[src/rtl/vga_pixel_stream.sv]
// Pixel FIFO between an upstream frame reader and the VGA pins.
// Aligns the stream to the first visible pixel of each frame and registers RGB with the delayed sync signals.
module vga_pixel_stream #(
  parameter int FIFO_DEPTH  = 16,
  parameter int COLUMN_BITS = 10,
  parameter int ROW_BITS    = 10
) (
  input  logic                   clk,
  input  logic                   reset,
  input  logic                   s_valid,
  output logic                   s_ready,
  input  logic [11:0]            s_pixel,
  input  logic                   s_sof,
  input  logic                   visible,
  input  logic                   hsync,
  input  logic                   vsync,
  input  logic [COLUMN_BITS-1:0] column,
  input  logic [ROW_BITS-1:0]    row,
  output logic [3:0]             red,
  output logic [3:0]             green,
  output logic [3:0]             blue,
  output logic                   hsync_o,
  output logic                   vsync_o,
  output logic                   visible_o,
  output logic                   underflow,
  output logic                   desync
);

  localparam int PTR_W = $clog2(FIFO_DEPTH);
  localparam int CNT_W = PTR_W + 1;

  typedef enum logic [1:0] {SYNC_WAIT, ALIGN, STREAM} state_t;

  state_t            state_q, state_d;
  logic [12:0]       mem_q [FIFO_DEPTH];
  logic [12:0]       mem_d [FIFO_DEPTH];
  logic [PTR_W-1:0]  wr_ptr_q, wr_ptr_d, rd_ptr_q, rd_ptr_d;
  logic [CNT_W-1:0]  count_q, count_d;
  logic [11:0]       rgb_q, rgb_d;
  logic              hsync_q, vsync_q, visible_q, underflow_q, desync_q;
  logic              underflow_d, desync_d;

  logic        full, empty, push, pop, show, frame_start, head_sof;
  logic [12:0] head;

  assign full        = (count_q == CNT_W'(FIFO_DEPTH));
  assign empty       = (count_q == '0);
  assign s_ready     = !full;
  assign push        = s_valid && !full;
  assign head        = mem_q[rd_ptr_q];
  assign head_sof    = head[12];
  assign frame_start = visible && (column == '0) && (row == '0);

  // Pointers are PTR_W bits wide so they wrap modulo FIFO_DEPTH on their own.
  always_comb begin
    mem_d    = mem_q;
    wr_ptr_d = wr_ptr_q;
    rd_ptr_d = rd_ptr_q;
    if (push) begin
      mem_d[wr_ptr_q] = {s_sof, s_pixel};
      wr_ptr_d        = wr_ptr_q + 1'b1;
    end
    if (pop) begin
      rd_ptr_d = rd_ptr_q + 1'b1;
    end
    count_d = count_q + CNT_W'(push) - CNT_W'(pop);
  end

  always_comb begin
    state_d     = state_q;
    pop         = 1'b0;
    show        = 1'b0;
    underflow_d = 1'b0;
    desync_d    = 1'b0;
    case (state_q)
      SYNC_WAIT: begin
        if (!empty) begin
          if (head_sof) state_d = ALIGN;
          else          pop     = 1'b1;
        end
      end
      ALIGN: begin
        if (frame_start && !empty) begin
          pop     = 1'b1;
          show    = 1'b1;
          state_d = STREAM;
        end
      end
      STREAM: begin
        if (visible) begin
          if (empty) begin
            underflow_d = 1'b1;
            state_d     = SYNC_WAIT;
          end else if (frame_start) begin
            if (head_sof) begin
              pop  = 1'b1;
              show = 1'b1;
            end else begin
              desync_d = 1'b1;
              state_d  = SYNC_WAIT;
            end
          end else if (head_sof) begin
            // Upstream started a new frame early: keep its sof pixel for the next frame_start.
            desync_d = 1'b1;
            state_d  = ALIGN;
          end else begin
            pop  = 1'b1;
            show = 1'b1;
          end
        end
      end
      default: state_d = SYNC_WAIT;
    endcase
    rgb_d = (visible && show) ? head[11:0] : 12'h000;
  end

  always_ff @(posedge clk) begin
    mem_q <= mem_d;
  end

  always_ff @(posedge clk or posedge reset) begin
    if (reset) begin
      state_q     <= SYNC_WAIT;
      wr_ptr_q    <= '0;
      rd_ptr_q    <= '0;
      count_q     <= '0;
      rgb_q       <= 12'h000;
      hsync_q     <= 1'b1;
      vsync_q     <= 1'b1;
      visible_q   <= 1'b0;
      underflow_q <= 1'b0;
      desync_q    <= 1'b0;
    end else begin
      state_q     <= state_d;
      wr_ptr_q    <= wr_ptr_d;
      rd_ptr_q    <= rd_ptr_d;
      count_q     <= count_d;
      rgb_q       <= rgb_d;
      hsync_q     <= hsync;
      vsync_q     <= vsync;
      visible_q   <= visible;
      underflow_q <= underflow_d;
      desync_q    <= desync_d;
    end
  end

  assign red       = rgb_q[11:8];
  assign green     = rgb_q[7:4];
  assign blue      = rgb_q[3:0];
  assign hsync_o   = hsync_q;
  assign vsync_o   = vsync_q;
  assign visible_o = visible_q;
  assign underflow = underflow_q;
  assign desync    = desync_q;

endmodule

[config.mk]
export PLATFORM = sky130hd
export DESIGN_NAME = vga_pixel_stream
export DESIGN_NICKNAME = d
export VERILOG_FILES = /design/src/rtl/vga_pixel_stream.sv
export SDC_FILE = /design/constraint.sdc
export NUM_CORES = 1
export LEC_CHECK = 0
export ABC_AREA = 1
export CAP_MARGIN = 20
export CELL_PAD_IN_SITES_DETAIL_PLACEMENT = 1
export CELL_PAD_IN_SITES_GLOBAL_PLACEMENT = 2
export CORE_ASPECT_RATIO = 2
export CORE_MARGIN = 5
export CORE_UTILIZATION = 42
export CTS_CLUSTER_SIZE = 20
export DETAILED_ROUTE_END_ITERATION = 16
export MAX_ROUTING_LAYER = met4
export PLACE_DENSITY = 0.81
export SLEW_MARGIN = 40
export SYNTH_ARGS = -nofsm -noshare
export SYNTH_HDL_FRONTEND = slang
export SYNTH_SLANG_ARGS = --single-unit
[constraint.sdc]
create_clock -name clk -period 6.6 [get_ports clk]
set_input_delay 1.32 -clock clk [delete_from_list [all_inputs] [get_ports clk]]
set_output_delay 1.32 -clock clk [all_outputs]
set_load 0.01 [all_outputs]
After elaboration in Yosys (flattened, before gate mapping)
Cells that the tools add are included.
{ "op_classes": {"n_addsub": 4, "n_lt_le_gt_ge": 3, "n_eq_ne": 7, "n_mux": 31, "bitwise": 2, "n_reduce_logical": 13} }
{ "op_table": {"columns": ["operator", "count"], "rows": [
  ["$bwmux 208", 1],
  ["$bmux 13 s4", 1],
  ["$demux 13 s4", 1],
  ["$mux 13", 3],
  ["$logic_not 10->1", 2],
  ["$mux 1", 14],
  ["$mux 2", 7],
  ["$mux 12", 1],
  ["$ge 5x5->1 const B", 2],
  ["$not 4->5", 2],
  ["$add 4x1->4 const B", 2],
  ["$logic_and 1x1->1", 6],
  ["$ne 2x2->1 const B", 3],
  ["$pmux 2 s3", 1],
  ["$add 5x1->5", 1],
  ["$eq 5x5->1 const B", 1],
  ["$logic_not 5->1", 1],
  ["$lt 5x1->1 const B", 1],
  ["$sub 5x1->5", 1],
  ["$ne 4x4->1 const B", 1],
  ["$reduce_and 4->1", 1],
  ["$pmux 1 s3", 1],
  ["$eq 2x1->1 const B", 1],
  ["$eq 2x2->1 const B", 1],
  ["other kinds (3)", 4]
]} }
{ "word_totals": {"register_bits": 240, "inputBits": 39, "output_inout_bits": 18} }

Logic depth before layout (Yosys ltp)
Gate-level depths: netlist of the first run.
{ "logic_depth": {"ltp_word": 11, "mapped_depth": 20, "depth_no_buf": 18} }

Worst setup path before layout of the first run
OpenSTA, ideal clock, no wires.
{ "synth_path": {"path_type": "input-to-reg", "start": "in column[7]", "end": "reg count_q[4]", "setup_time_ns": 0.079, "t_arrival_ns": 3.397, "t_required_ns": 6.521, "setup_slack_ns": 3.123, "path_stages": 17, "n_path_buf": 0, "path_cell_list": "nor2_1 nand2_1 nor2_1 nand3_1 nor2_1 nand3_1 nand3_2 nand3_2 nand2_2 inv_1 ha_1 inv_1 ha_1 inv_1 fa_1 o21ai_0 xor2_1"} }
{ "synth_between": {"elab_chain_cells": 8, "word_cells_on_any_way": 10, "cone_classes": "add/sub (1); mux (5); reduce/logical (4)"} }
{ "synth_rtl": {"columns": ["item", "line_no", "text"], "rows": [
  ["start: declaration", "17", "input logic [COLUMN_BITS-1:0] column,"],
  ["$logic_not 10->1 (*)", "52", "assign frame_start = visible && (column == '0) && (row == '0);"],
  ["$logic_and 1x1->1 (*) (2 in series)", "52", null],
  ["$mux 1", "94", "end else if (frame_start) begin"],
  ["$mux 1", "91", "if (empty) begin"],
  ["$mux 1", "90", "if (visible) begin"],
  ["$pmux 1 s3 (*)", "75", "case (state_q)"],
  ["via pop", "43", "logic full, empty, push, pop, show, frame_start, head_sof;"],
  ["$sub 5x1->5 (*)", "66", "count_d = count_q + CNT_W'(push) - CNT_W'(pop);"],
  ["via count_d[4]", "38", "logic [CNT_W-1:0] count_q, count_d;"],
  ["end signal: assignment", "137", "count_q <= count_d;"],
  ["end: declaration", "38", null]
]} }
Mark *: on every way through the listed nets, which the timed path passes. The rest lies on a longest branch.
A chain may end at the register's enable or synchronous reset.

Worst setup path in the final report of the first run
{ "layout_path": {"start": "in row[5]", "end": "reg count_q[4]"} }
{ "layout_between": {"elab_chain_cells": 7, "word_cells_on_any_way": 9, "cone_classes": "add/sub (1); mux (5); reduce/logical (3)"} }
{ "layout_rtl": {"columns": ["item", "line_no", "text"], "rows": [
  ["start: declaration", "18", "input logic [ROW_BITS-1:0] row,"],
  ["$logic_not 10->1 (*)", "52", null],
  ["$logic_and 1x1->1 (*)", "52", null],
  ["$mux 1", "94", null],
  ["$mux 1", "91", null],
  ["$mux 1", "90", null],
  ["$pmux 1 s3 (*)", "75", null],
  ["via pop", "43", null],
  ["$sub 5x1->5 (*)", "66", null],
  ["via count_d[4]", "38", null]
]} }
Marks and branches as above.

==> results.py, run 1 <==
metrics = {
    "setup_path": {
        "worstPathArrival_ns": 4.27,
        "startpoint": "row[5]",
        "slowest_delay_ns": 0.42,
        "path_class": "input pin to flip-flop",
        "critPathSlowestCell": "fa_1",
        "r2r_cells": 15,
        "cp_max_fo": 6,
        "r2r-end": "count_q[4]",
        "r2r_slack_ns": 2.85,
        "r2r-start": "rd_ptr_q[3]",
        "worstSetupStartpointType": "input pin",
        "cp-end-kind": "flip-flop",
        "cp_data_required_time_ns": 7.02,
        "crit_chain": "clkdlybuf4s50_1 -> nor2_1 -> nand2_1 -> nor2_1 -> nand2_1 -> nor3_1 -> nand2_1 -> nand3_2 -> nand2_2 -> inv_1 -> ha_1 -> inv_1 -> ha_1 -> inv_1 -> fa_1 -> o21ai_0 -> xor2_1",
        "crit_end": "count_q[4]",
    },
    "die": {
        "io_pins": 57,
        "die_x_um": 119,
        "rows": 79,
        "start_util_pct": 42.5,
        "fp.coreArea_um2": 23300,
        "die_y_um": 227,
        "die_area_um2": 27000,
    },
    "outcome": {
        "status": "complete, no violations",
    },
    "global_routing": {
        "gr-total-overflow": 0,
        "grt_use_total_pct": 20.8,
        "grt_max_degree": 107,
        "grt_pass1_vias": 7303,
        "antenna_found_initial": 0,
        "grt_pass1_wl_um": 41600,
    },
    "pwr": {
        "power_density_nw_per_um2": 415,
        "ir_drop_uv": 235,
        "fin_total_pwr_uw": 4760,
        "p_leak_uw": 0.00412,
    },
    "clocking": {
        "clkLatencyLatePin_ns": 0.51,
        "post_cts_resized": 0,
        "clk_pin_slew_ns": 0.06,
        "cts_tree": "built",
        "numClockSinks": 240,
        "htree_levels": 1,
        "cts_made_buffers": 21,
        "cts_setup_buffers": 0,
        "clock_path_buffers": 3,
        "postCtsHoldBufs": 0,
        "cts-root-buf": "clkbuf_16",
    },
    "placement": {
        "post_dp_cell_area_um2": 10800,
        "dp_hpwl_um": 16300,
        "numPortBuffers": 56,
        "gp_congestion": 0.773,
    },
    "run": {
        "drv_cap": 0,
    },
    "yosys": {
        "ys.flop_type": "edfxtp_1",
        "syn_area_um2": 9920,
        "yosys.cell_types.count": 35,
        "synth_async_sr_flop_share_pct": 13.3,
        "synth_warnings": 0,
        "synth_largest_area_cell": "edfxtp_1",
        "synth-edff-count": 208,
        "ys_ff_latch": 240,
        "netlist_instances": 782,
        "syn_nets": 837,
        "seq_area_frac_synth_pct": 71.0,
        "synth_area_per_cell_um2": 12.7,
        "yosys.area.top_type_share_pct": 62.9,
        "synthTopCellsByArea": "edfxtp_1 (63%), dfrtp_1 (7.6%), nand2_1 (6.2%)",
    },
    "sta": {
        "relSlewSlack_pct": 49.2,
        "fin_skew_ns": 0.0129,
        "final.period_utilization_pct": 58.2,
        "rsz0062_at_grt": "false",
        "setup_viol": 0,
        "period_needed_ns": 3.84,
        "max_freq_mhz": 260,
        "finalMaxSlewViolations": 0,
        "tns_ns": 0,
        "finalHoldViolations": 0,
        "worstMarginPinSlew_ns": 0.761,
    },
    "routing": {
        "vias_per_cell": 5.76,
        "dr.first_iter.drc_count": 448,
        "drt-wirelength-per-cell_um": 23.8,
        "ant_nets": 0,
        "first_pass_iters": 4,
        "vias": 6554,
        "routed_wl_um": 27100,
        "drc": 0,
    },
    "hold_path": {
        "hold_start": "count_q[0]",
        "holdCritPathClass": "flip-flop to flip-flop",
    },
    "cells_and_area": {
        "final_cell_mix": "edfxtp_1 (208), nand2_1 (165), a21oi_1 (71)",
        "final_nets": 896,
        "fillers": 2412,
        "final_cell_area_um2": 11500,
        "area_growth_pct": 15.7,
        "multi_input_area_um2": 2490,
        "drive_gt1_share_pct": 9.59,
        "diodes": 0,
        "seq_area_um2": 7050,
        "final_common_cell": "edfxtp_1",
    },
}
[cell families after synthesis]
group,share of synthesized area [%]
flops,71.0
simple gates,11.1
compound gates,11.0
xor+xnor,0.706
fa+ha+maj,2.09
buf+inv,4.03
[area by class of cell]
| type | count | area share [%] |
|---|---|---|
| clock buffers | 27 | 4.77 |
| repair buffers | 78 | 6.67 |
| multi-input cells | 456 | 21.7 |
| inverters | 44 | 1.46 |
| flip-flops and latches | 240 | 61.4 |
| clock inverters | 10 | 0.905 |
| well taps | 283 | 3.08 |
[stage by stage]
stage	hold WS, ns	util [%]	instances	setup WS (ns)
after floorplan	0.478	-	782	3.12
after global placement	0.486	46.1	1099	2.50
after detailed placement	0.536	46.2	1099	2.20
after CTS	0.551	49.0	1136	2.48
after global routing	0.561	49.2	1138	2.50
final	0.546	49.2	1138	2.76
[synthesized netlist by cell type, types with 6 or more instances]
library cell / instances
edfxtp_1: 208
o211ai_1: 6
o22ai_1: 9
nor2_2: 10
nand3_2: 8
clkbuf_1: 9
nand3_1: 16
nand2_1: 165
inv_1: 41
xor2_1: 6
dfrtp_1: 30
a21oi_1: 71
buf_2: 24
a221oi_1: 18
nor2_1: 49
a32o_1: 22
ha_1: 15
o21ai_0: 37
[registers in the layout (all words and copies together), names as in the netlist]
signal and cells:
visible_o 1, desync 1, vsync_o 1, mem_q 208
underflow 1, wr_ptr_q 4, hsync_o 1, rd_ptr_q 4
count_q 5, rgb_q 12, state_q 2
[per-layer routing]
layer  wire, um  global-route usage (%)
met1       9820                    21.2
met2      15000                    38.9
met5          0                       -
met4       1290                    10.5
met3        987                    2.66
[how the worst min path moves through the flow]
| stage | to | cells past startpoint | slack [ns] |
|---|---|---|---|
| after global routing | count_q[0] | 1 | 0.56 |
| after CTS | count_q[0] | 1 | 0.55 |
| after detailed placement | count_q[0] | 1 | 0.54 |
| after global placement | count_q[0] | 1 | 0.49 |
| final | count_q[0] | 1 | 0.55 |
| after floorplan | count_q[0] | 1 | 0.48 |
[power breakdown]
| part | internal [uW] | switching [uW] |
|---|---|---|
| Clock | 668 | 529 |
| Combinational | 529 | 1110 |
| Sequential | 1840 | 83.0 |
[critical path: cells and delay by family]
kind	cells	cell delay, ns
AOI/OAI and AO/OA	1	0.24
xor gates and xnor gates	1	0.20
adders and majority gates	3	0.81
buffers and inverters	4	0.61
and+or+nand+nor	8	1.08
(Power assumes the default switching activity.)
==> run 2, diff against run 1 <==
Clock period 6.6 ns to 3.7 ns, I/O delays scaled along.
==> results.py, run 2 (synthesis gave the netlist of run 1 again) <==
metrics = {
    "placement": {
        "dp_hpwl_um": 17400,
        "numPortBuffers": 56,
        "gp_congestion": 0.799,
    },
    "clocking": {
        "postCtsHoldBufs": 0,
        "cts_setup_buffers": 0,
        "numClockSinks": 240,
        "clk_pin_slew_ns": 0.07,
        "cts_made_buffers": 22,
        "clock_path_buffers": 3,
        "cts-root-buf": "clkbuf_16",
        "cts_tree": "built",
        "post_cts_resized": 0,
        "htree_levels": 1,
        "clkLatencyLatePin_ns": 0.51,
    },
    "routing": {
        "drt-wirelength-per-cell_um": 24.0,
        "drc": 0,
        "routed_wl_um": 27600,
        "vias": 6615,
        "first_pass_iters": 5,
        "ant_nets": 0,
        "dr.first_iter.drc_count": 505,
        "vias_per_cell": 5.77,
    },
    "sta": {
        "relSlewSlack_pct": 49.3,
        "tns_ns": 0,
        "final.period_utilization_pct": 89.9,
        "finalHoldViolations": 0,
        "setup_viol": 0,
        "fin_skew_ns": 0.00914,
        "worstMarginPinSlew_ns": 0.760,
        "finalMaxSlewViolations": 0,
        "max_freq_mhz": 301,
        "period_needed_ns": 3.32,
        "rsz0062_at_grt": "false",
    },
    "setup_path": {
        "cp_data_required_time_ns": 4.13,
        "path_class": "flip-flop to flip-flop",
        "cp_top_family": "simple AND/OR/NAND/NOR gates",
        "cp_max_fo": 26,
        "cp-end-kind": "flip-flop",
        "cp_num_buf_inv": 4,
        "worstPathArrival_ns": 3.75,
        "slowest_delay_ns": 0.70,
        "startpoint": "rd_ptr_q[0]",
        "worstSetupStartpointType": "flip-flop",
        "critPathSlowestCell": "dfrtp_2",
        "r2r-start": "rd_ptr_q[0]",
        "crit_chain": "inv_4 -> nand2_1 -> nand3_1 -> nand3_1 -> nand3_2 -> nand2_2 -> nand2_1 -> nand3_2 -> nand3_2 -> nand2_2 -> inv_1 -> ha_1 -> inv_1 -> ha_1 -> inv_1 -> fa_1 -> o21ai_0 -> xor2_1",
    },
    "outcome": {
        "status": "complete, no violations",
    },
    "die": {
        "rows": 79,
        "io_pins": 57,
        "die_y_um": 227,
        "die_area_um2": 27000,
        "start_util_pct": 42.5,
        "die_x_um": 119,
        "fp.coreArea_um2": 23300,
    },
    "global_routing": {
        "antenna_found_initial": 0,
        "grt_pass1_vias": 7288,
        "grt_pass1_wl_um": 42600,
        "gr-total-overflow": 0,
        "grt_use_total_pct": 21.3,
        "grt_max_degree": 85,
    },
    "pwr": {
        "power_density_nw_per_um2": 746,
        "p_leak_uw": 0.00419,
        "ir_drop_uv": 562,
    },
    "cells_and_area": {
        "fin_util_pct": 49.7,
        "largest_register_ffs": 208,
        "area_growth_pct": 16.7,
        "multi_input_area_um2": 2470,
        "diodes": 0,
        "fillers": 2396,
        "final_common_cell": "edfxtp_1",
        "top_register": "mem_q",
        "final_nets": 903,
        "drive_gt1_share_pct": 10.5,
        "final_cell_mix": "edfxtp_1 (208), nand2_1 (165), a21oi_1 (71)",
        "top_regs": "mem_q: 208 flops, rgb_q: 12 flops, count_q: 5 flops",
        "seq_area_um2": 7050,
    },
    "hold_path": {
        "holdCritPathClass": "flip-flop to flip-flop",
        "hold_start": "count_q[0]",
    },
    "run": {
        "drv_cap": 0,
    },
}
-- run 2: power by group --
part	total, uW	switching, uW	internal [uW]
sequential	3490	207	3280
combinational	2830	1890	940
clock	2320	1010	1300
-- run 2: final timing paths --
check                              endpoint  slack (ns)  cells past startpoint
worst max-delay path             count_q[4]        0.38                     18
worst max register to register   count_q[4]        0.38                     18
worst min register to register   count_q[0]        0.53                      1
max in group asynchronous       rd_ptr_q[0]        2.37                      3
worst min-delay path             count_q[0]        0.53                      1
min in group asynchronous        count_q[0]        0.60                      2
-- run 2: cell type report --
type	instances	area share (%)
Inverter	44	1.45
Tap cell	283	3.06
Multi-Input combinational cell	456	21.4
Sequential cell	240	60.9
Clock inverter	13	1.07
Timing Repair Buffer	84	7.01
Clock buffer	27	5.19
-- run 2: per-stage QoR --
stage | total power, uW | area, um^2 | std cells | setup slack, ns | hold slack, ns
finish | 8640 | 11600 | 1147 | 0.375 | 0.531
global route | 9130 | 11600 | 1147 | 0.0957 | 0.551
CTS | 8730 | 11600 | 1147 | 0.396 | 0.534
detailed placement | 6390 | 10900 | 1107 | 0.0153 | 0.519
global placement | 6190 | 10900 | 1107 | 0.204 | 0.487
floorplan | 5420 | 9920 | 782 | 0.803 | 0.478
-- run 2: layer usage --
metal  share of wire [%]  vias up  track usage, %
li1                    -     2954               -
met1                  37     3402            22.8
met2                  55      201            39.5
met3                 4.7       58            2.78
met4                 3.7        0            8.84
met5                   0        -               -
